--- src/rtl/adc_st_defs.sv ---
// Shared widths, channel map, state encoding and response record for the ADC responder.
// Latency: none (definitions only).
// Backpressure: none (definitions only).
package adc_st_defs;

    localparam int CH_W   = 5;
    localparam int DATA_W = 12;
    localparam logic [CH_W-1:0] TEMP_CHANNEL = 5'd17;

    typedef enum logic [1:0] {
        ST_IDLE    = 2'd0,
        ST_CONVERT = 2'd1,
        ST_RESPOND = 2'd2
    } adc_state_t;

    typedef struct packed {
        logic [CH_W-1:0]   channel;
        logic [DATA_W-1:0] data;
        logic              sop;
        logic              eop;
    } resp_t;

    // Low channels echo their own number, the temperature channel reads the ramp, the rest read zero.
    function automatic logic [DATA_W-1:0] chan_data(input logic [CH_W-1:0]   ch,
                                                    input logic [DATA_W-1:0] temp);
        if (ch < TEMP_CHANNEL)
            return {{(DATA_W-CH_W){1'b0}}, ch};
        else if (ch == TEMP_CHANNEL)
            return temp;
        else
            return '0;
    endfunction

endpackage

--- src/rtl/adc_temp_ramp.sv ---
// Slow temperature ramp: advances one value every RAMP_DIV steps, wrapping within [TEMP_BASE, TEMP_BASE+TEMP_SPAN-1].
// Latency: value updates on the edge after step is sampled.
// Backpressure: none; every step pulse is counted.
module adc_temp_ramp
    import adc_st_defs::*;
#(
    parameter logic [DATA_W-1:0] TEMP_BASE = 12'd3431,
    parameter int                TEMP_SPAN = 128,
    parameter int                RAMP_DIV  = 1000
) (
    input  logic              clock_in,
    input  logic              reset_n,
    input  logic              step,
    output logic [DATA_W-1:0] value
);

    localparam logic [DATA_W-1:0] TEMP_LAST = TEMP_BASE + DATA_W'(TEMP_SPAN - 1);
    localparam logic [15:0]       DIV_LAST  = 16'(RAMP_DIV - 1);

    logic [15:0] ramp_cnt;

    always_ff @(posedge clock_in or negedge reset_n) begin
        if (!reset_n) begin
            ramp_cnt <= '0;
            value    <= TEMP_BASE;
        end else if (step) begin
            if (ramp_cnt == DIV_LAST) begin
                ramp_cnt <= '0;
                value    <= (value == TEMP_LAST) ? TEMP_BASE : value + 12'd1;
            end else begin
                ramp_cnt <= ramp_cnt + 16'd1;
            end
        end
    end

endmodule

--- src/rtl/adc_responder.sv ---
// ADC command/response model: accepts one channel request, waits CONV_CYCLES, emits a one-cycle result strobe.
// Latency: response_valid in the cycle after edge CONV_CYCLES (accept = edge 0); next accept no earlier than CONV_CYCLES+2.
// Backpressure: command_ready low outside IDLE; response side has none.
module adc_responder
    import adc_st_defs::*;
#(
    parameter int                CONV_CYCLES = 50,
    parameter logic [DATA_W-1:0] TEMP_BASE   = 12'd3431,
    parameter int                TEMP_SPAN   = 128,
    parameter int                RAMP_DIV    = 1000
) (
    input  logic              clock_in,
    input  logic              reset_n,
    input  logic              command_valid,
    input  logic [CH_W-1:0]   command_channel,
    input  logic              command_startofpacket,
    input  logic              command_endofpacket,
    output logic              command_ready,
    output logic              response_valid,
    output logic [CH_W-1:0]   response_channel,
    output logic [DATA_W-1:0] response_data,
    output logic              response_startofpacket,
    output logic              response_endofpacket,
    output logic              bad_channel
);

    localparam logic [15:0] CONV_LOAD = 16'(CONV_CYCLES - 1);

    adc_state_t        state, next_state;
    logic [15:0]       conv_cnt;
    logic [CH_W-1:0]   cmd_channel;
    logic              cmd_sop, cmd_eop;
    logic              accept, finish;
    logic [DATA_W-1:0] temp_value;
    resp_t             resp;

    always_comb begin
        next_state = state;
        accept     = 1'b0;
        finish     = 1'b0;
        case (state)
            ST_IDLE: begin
                if (command_valid && command_ready) begin
                    accept     = 1'b1;
                    next_state = ST_CONVERT;
                end
            end
            ST_CONVERT: begin
                if (conv_cnt == 16'd0) begin
                    finish     = 1'b1;
                    next_state = ST_RESPOND;
                end
            end
            ST_RESPOND: next_state = ST_IDLE;
            default:    next_state = ST_IDLE;
        endcase
    end

    always_ff @(posedge clock_in or negedge reset_n) begin
        if (!reset_n) begin
            state          <= ST_IDLE;
            command_ready  <= 1'b0;
            response_valid <= 1'b0;
            conv_cnt       <= '0;
            cmd_channel    <= '0;
            cmd_sop        <= 1'b0;
            cmd_eop        <= 1'b0;
            resp           <= '0;
            bad_channel    <= 1'b0;
        end else begin
            state          <= next_state;
            // Ready is the registered image of "next cycle is IDLE", so it is never a combinational output.
            command_ready  <= (next_state == ST_IDLE);
            response_valid <= finish;
            if (accept) begin
                conv_cnt    <= CONV_LOAD;
                cmd_channel <= command_channel;
                cmd_sop     <= command_startofpacket;
                cmd_eop     <= command_endofpacket;
                if (command_channel > TEMP_CHANNEL)
                    bad_channel <= 1'b1;
            end else if (state == ST_CONVERT && conv_cnt != 16'd0) begin
                conv_cnt <= conv_cnt - 16'd1;
            end
            if (finish) begin
                resp.channel <= cmd_channel;
                resp.data    <= chan_data(cmd_channel, temp_value);
                resp.sop     <= cmd_sop;
                resp.eop     <= cmd_eop;
            end
        end
    end

    // The ramp steps on the same edge that captures its current value into the response.
    adc_temp_ramp #(
        .TEMP_BASE (TEMP_BASE),
        .TEMP_SPAN (TEMP_SPAN),
        .RAMP_DIV  (RAMP_DIV)
    ) u_temp_ramp (
        .clock_in (clock_in),
        .reset_n  (reset_n),
        .step     (finish && cmd_channel == TEMP_CHANNEL),
        .value    (temp_value)
    );

    assign response_channel       = resp.channel;
    assign response_data          = resp.data;
    assign response_startofpacket = resp.sop;
    assign response_endofpacket   = resp.eop;

endmodule

--- config.mk ---
export PLATFORM = sky130hd
export DESIGN_NAME = adc_responder
export DESIGN_NICKNAME = d
export VERILOG_FILES = /design/src/rtl/adc_st_defs.sv /design/src/rtl/adc_temp_ramp.sv /design/src/rtl/adc_responder.sv
export SDC_FILE = /design/constraint.sdc
export NUM_CORES = 1
export LEC_CHECK = 0
export ABC_AREA = 1
export BUFFER_PORTS_ARGS = -buffer_cell sky130_fd_sc_hd__buf_2
export CAP_MARGIN = 30
export CORE_MARGIN = 3
export CORE_UTILIZATION = 45
export CTS_BUF_LIST = sky130_fd_sc_hd__clkbuf_4 sky130_fd_sc_hd__clkbuf_8
export DETAILED_ROUTE_END_ITERATION = 8
export PLACE_DENSITY = 0.75
export SKIP_CTS_REPAIR_TIMING = 1
export SYNTH_ARGS = -nofsm -noshare
export SYNTH_HDL_FRONTEND = slang
export SYNTH_HIERARCHICAL = 1
export SYNTH_SLANG_ARGS = --single-unit
--- constraint.sdc ---
create_clock -name clock_in -period 2.8 [get_ports clock_in]
set_clock_uncertainty 0.15 [all_clocks]
set_input_delay 0.14 -clock clock_in [delete_from_list [all_inputs] [get_ports clock_in]]
set_output_delay 0.14 -clock clock_in [all_outputs]
set_load 0.03 [all_outputs]
==> results of run 1 <==
-- layer usage --
layer | track usage | share of wire | vias to the layer above
met2 | 0.296 | 0.48 | 91
met4 | 0.0434 | 0.010 | 0
met1 | 0.243 | 0.46 | 1725
met3 | 0.0505 | 0.051 | 10
li1 | - | - | 1834
met5 | 0 | 0 | -
-- cell families after synthesis --
kind of cell | count (synthesis)
AND/OR/NAND/NOR | 361
flip-flops | 75
buffers and inverters | 68
AO/OA/AOI/OAI | 31
XOR/XNOR | 13
adder cells (fa/ha/maj) | 4
-- synth_stat cells (all sizes together) --
master / n / share of area
xor2: 10 / 0.021
nor3: 4 / 0.0048
o22ai: 1 / 0.0015
nand3: 57 / 0.079
buf: 6 / 0.013
clkbuf: 2 / 0.0018
a21oi: 1 / 0.0021
nand4: 15 / 0.023
xnor2: 3 / 0.0063
ha: 4 / 0.012
o21ai: 25 / 0.037
dfrtp: 67 / 0.40
o21bai: 4 / 0.0072
nand2: 196 / 0.19
nand3b: 1 / 0.0018
inv: 58 / 0.053
dfstp: 8 / 0.050
clkinv: 2 / 0.0021
nor2: 88 / 0.095
-- area by class of cell --
| class | instances | area, µm² |
|---|---|---|
| Multi-Input combinational cell | 409 | 1990 |
| Clock inverter | 7 | 106 |
| Clock buffer | 9 | 124 |
| Fill cell | 792 | 4070 |
| Tap cell | 108 | 135 |
| Sequential cell | 75 | 1890 |
| Inverter | 60 | 229 |
| Timing Repair Buffer | 45 | 305 |
-- worst min path at each step --
stage / depth (start not counted) / slack, ps / endpoint / from
after global routing: 5 / 90 / cmd_sop / command_valid
final: 5 / 100 / cmd_sop / command_valid
after floorplan: 0 / -310 / bad_channel / reset_n
after global placement: 1 / 190 / conv_cnt[13] / reset_n
after detailed placement: 1 / 190 / conv_cnt[15] / reset_n
after CTS: 1 / -200 / cmd_sop / reset_n
-- power groups by stage --
stage               Sequential, mW  Combinational (mW)  Clock, mW
finish                        1.08              0.0419      0.974
CTS                           1.08              0.0290      0.994
global placement              1.10              0.0287          0
floorplan                     1.10            0.000321          0
global route                  1.08              0.0479       1.04
detailed placement            1.10              0.0290          0
-- per-stage QoR --
step	hold slack, ps	area, µm²	power [mW]	instances
3_5_place_dp	191	4430	1.13	687
5_1_grt	92.3	4780	2.17	713
6_report	98.1	4780	2.10	713
4_1_cts	-200	4660	2.11	703
3_3_place_gp	187	4430	1.13	687
2_1_floorplan	-306	4170	1.10	552
-- flip-flops by register name, summed over array words and instances, names as in the netlist, 2 cells and up --
name	count
u_temp_ramp/ramp_cnt	16
conv_cnt	16
state	2
response_data	12
response_channel	5
u_temp_ramp/value	12
cmd_channel	5
-- worst max-delay path, delay by kind of cell, from the launching register on --
family                     cells  cell delay, ps
and+or+nand+nor               10            1120
adders and majority gates      1             240
xor gates and xnor gates       1             140
DFF                            1             390
buffers and inverters          2             300
==> results.toml, run 1 <==
[drt]
drt_iter0_drc = 225
postRouteAntennaNets = 0
firstDrtPassIters = 5
wl_per_cell_um = 12.8
via_count = 3660
viasPerCell = 5.13
wl_mm = 9.12
post-route-drc-count = 0

[power]
seqPwrFrac = 0.516
p_int_mw = 1.62
combinationalPowerShare = 0.020
power_density_nw_per_um2 = 439
vdd_drop_max_mv = 0.284
switching_share = 0.229
clkPwrFrac = 0.464
power_leakage_nw = 2.45
netSwitchingPower_mw = 0.480

[critical_path]
critPathMaxFanout = 11
worst_ep_arrival_time_ps = 2550
rr_startpoint = "conv_cnt[0]"
max_stage_delay_ps = 390
reg2reg_depth = 14
ff2ff_setup_slack_ps = 390
worst_ep_required_time_ps = 2940
criticalPathCategory = "reg2reg"
crit_slowest_cell = "dfrtp_1"
crit_chain = "inv_1 > ha_1 > nand2_2 > nor2_1 > nand2_1 > nor2_2 > nand2_1 > nor2_1 > buf_4 > nand2_1 > nor2_4 > nand3_2 > nor2_2 > xor2_1"
path_common_cell = "nand2_1"
worstSetupEndpointType = "flop"
worstSetupStartpointType = "flop"
cp-startpoint = "conv_cnt[0]"
crit_end = "u_temp_ramp/ramp_cnt[13]"
rr_endpoint = "u_temp_ramp/ramp_cnt[13]"

[timing]
hold_viol = 0
slew_headroom = 0.664
fin_ws_ps = 387
fmax_mhz = 414
final_max_slew_viol_count = 0
setup_violations = 0
worst_pin_slew_ps = 504
fin_crit_ps = 2410
rsz0062_at_grt = "no"
setup_tns_ps = 0
fin_crit_sh = 0.862

[grt]
grt_max_degree = 76
track_usage = 0.182
grt_pass1_wl_mm = 15.3
grt_pass1_vias = 3383
grt_overflow = 0
antenna_found_initial = 0

[synth]
synth_compound_area_frac = 0.0480
synth_adder_area_share = 0.0120
post_synth.cell_area_avg_um2 = 7.55
yosysSeqAreaShare = 0.453
synthSimpleGateAreaFrac = 0.390
synthMuxAreaShare = 0
ys_seq_elements = 75
synth_cell_types = 33
synth_top_family_by_area = "simple AND/OR/NAND/NOR gates"
synth_area_um2 = 4170
yosysWarnings = 6
synthXorXnorAreaFrac = 0.0273
synth_cells = 552
synthesis.nets = 566

[layout]
diodes = 0
final_util = 0.540
final_cell_mix = "nand2_1, nor2_1, dfrtp_1"
nets = 614
drive_above_1_share = 0.172
area_growth_syn_to_layout_pct = 14.6
final_common_cell = "nand2_1"

[clocking]
clock-sinks = 75
clk_latency_ps = 370
ctsHtreeMaxLevel = 3
cts.clk_slew.worst_paths_ps = 90
cts_buffers = 9
cts_tree = "done"
root_buffer = "clkbuf_8"
cts.path.max_buffers = 2

[placed_design]
portBuffers = 31
pre_cts_slack_ps = 436
routabilityCongestion = 0.858
dp_hpwl_mm = 6.40

[floorplanning]
placementRows = 34
die_area_um2 = 10500
fp.dieH_um = 102
io_pins = 32
core_region_area_um2 = 8850
start_util = 0.471
die_w_um = 102

[outcome]
status = "complete, no violations"

[hold_path]
hold_path_class = "in2reg"

[run]
maxCapViolCount = 0
(Power assumes the default switching activity.)
==> inputs of run 2 (changes only) <==
Settings changed: CTS_CLUSTER_SIZE set to 8.
Clock period 2.8 ns to 2.67 ns, I/O delays scaled along.
==> results.toml, run 2 (synthesis gave the netlist of run 1 again) <==
[outcome]
status = "complete, no violations"

[placed_design]
place_area_um2 = 4430
portBuffers = 31
routabilityCongestion = 0.877
dp_hpwl_mm = 6.40

[critical_path]
worst_ep_required_time_ps = 2800
worst_ep_arrival_time_ps = 2530
worstSetupStartpointType = "flop"
criticalPathCategory = "reg2reg"
ff2ff_setup_slack_ps = 270
critPathMaxFanout = 11
worstSetupEndpointType = "flop"

[layout]
nets = 612
drive_above_1_share = 0.171
area_growth_syn_to_layout_pct = 12.6
final_common_cell = "nand2_1"
top_regs = "conv_cnt: 16 flops, u_temp_ramp/ramp_cnt: 16 flops"
design_area_um2 = 4690
diodes = 0
final_cell_mix = "nand2_1, nor2_1, dfrtp_1"

[drt]
wl_per_cell_um = 12.4
wl_mm = 8.82
firstDrtPassIters = 5
via_count = 3604
post-route-drc-count = 0
postRouteAntennaNets = 0
drt_iter0_drc = 203
viasPerCell = 5.07

[floorplanning]
fp.dieH_um = 102
start_util = 0.471
io_pins = 32
die_w_um = 102
die_area_um2 = 10500
core_region_area_um2 = 8850
placementRows = 34

[grt]
use_met2 = 0.303
met1_usage = 0.251
top_usage_layer = "met2"
grt_pass1_vias = 3554
track_usage = 0.186
grt_util_met3 = 0.0389
grt_max_degree = 76
grt_pass1_wl_mm = 15.8
antenna_found_initial = 0
grt_overflow = 0

[hold_path]
hold_path_class = "in2reg"

[timing]
fin_crit_sh = 0.899
fmax_mhz = 416
worst_pin_slew_ps = 906
final_max_slew_viol_count = 0
holdWs_ps = 104
slew_headroom = 0.396
hold_viol = 0
setup_violations = 0
setup_tns_ps = 0
rsz0062_at_grt = "no"
fin_crit_ps = 2400

[clocking]
cts_tree = "done"
ctsHtreeMaxLevel = 3
clk_latency_ps = 360
cts.path.max_buffers = 2
root_buffer = "clkbuf_8"
cts.clk_slew.worst_paths_ps = 90
cts_buffers = 9
clock-sinks = 75

[power]
power_density_nw_per_um2 = 425
total_power_mw = 1.99
vdd_drop_max_mv = 0.212
power_leakage_nw = 2.40

[run]
maxCapViolCount = 0
## run 2: power by group
group          switching, mW  internal [mW]  leakage [nW]
clock                  0.468          0.352        0.0872
combinational         0.0242         0.0128          1.35
sequential                 0           1.14         0.968
total                  0.493           1.50          2.40
## run 2: layout make-up
cell class	instances	area, µm²
clock inverters	7	58.8
clock buffers	9	124
flip-flops and latches	75	1890
well taps	108	135
multi-input cells	409	1990
fillers	840	4160
inverters	60	229
repair buffers	43	268
## run 2: per-stage QoR
| stage | setup WS, ps | std cells | util |
|---|---|---|---|
| global route | 8.53 | 711 | 0.530 |
| CTS | 265 | 703 | 0.521 |
| detailed placement | 296 | 687 | 0.501 |
| global placement | 365 | 687 | 0.501 |
| finish | 269 | 711 | 0.530 |
| floorplan | 364 | 552 | - |
## run 2: worst paths after layout
path,end,startpoint,depth (start not counted)
min in group asynchronous,conv_cnt[7],reset_n,2
min,conv_cnt[10],command_valid,5
min reg2reg,bad_channel,bad_channel,1
max,u_temp_ramp/ramp_cnt[13],conv_cnt[0],14
max reg2reg,u_temp_ramp/ramp_cnt[13],conv_cnt[0],14
max in group asynchronous,u_temp_ramp/ramp_cnt[14],reset_n,2
## run 2: critical path, stage by stage, from the launching register on
cell and delay, ps:
dfrtp_1 380, inv_1 110, ha_1 230, nand2_2 120
nor2_1 110, nand2_1 80, nor2_2 110, nand2_1 80
nor2_1 90, buf_4 200, nand2_1 140, nor2_4 160
nand3_2 110, nor2_2 110, xor2_1 160
## run 2: metal layers
metal / part of all wire / wire length (µm) / vias up
met4: 0.011 / 97 / 0
met1: 0.47 / 4160 / 1690
li1: - / - / 1831
met5: 0 / 0 / -
met3: 0.039 / 343 / 9
met2: 0.48 / 4220 / 74
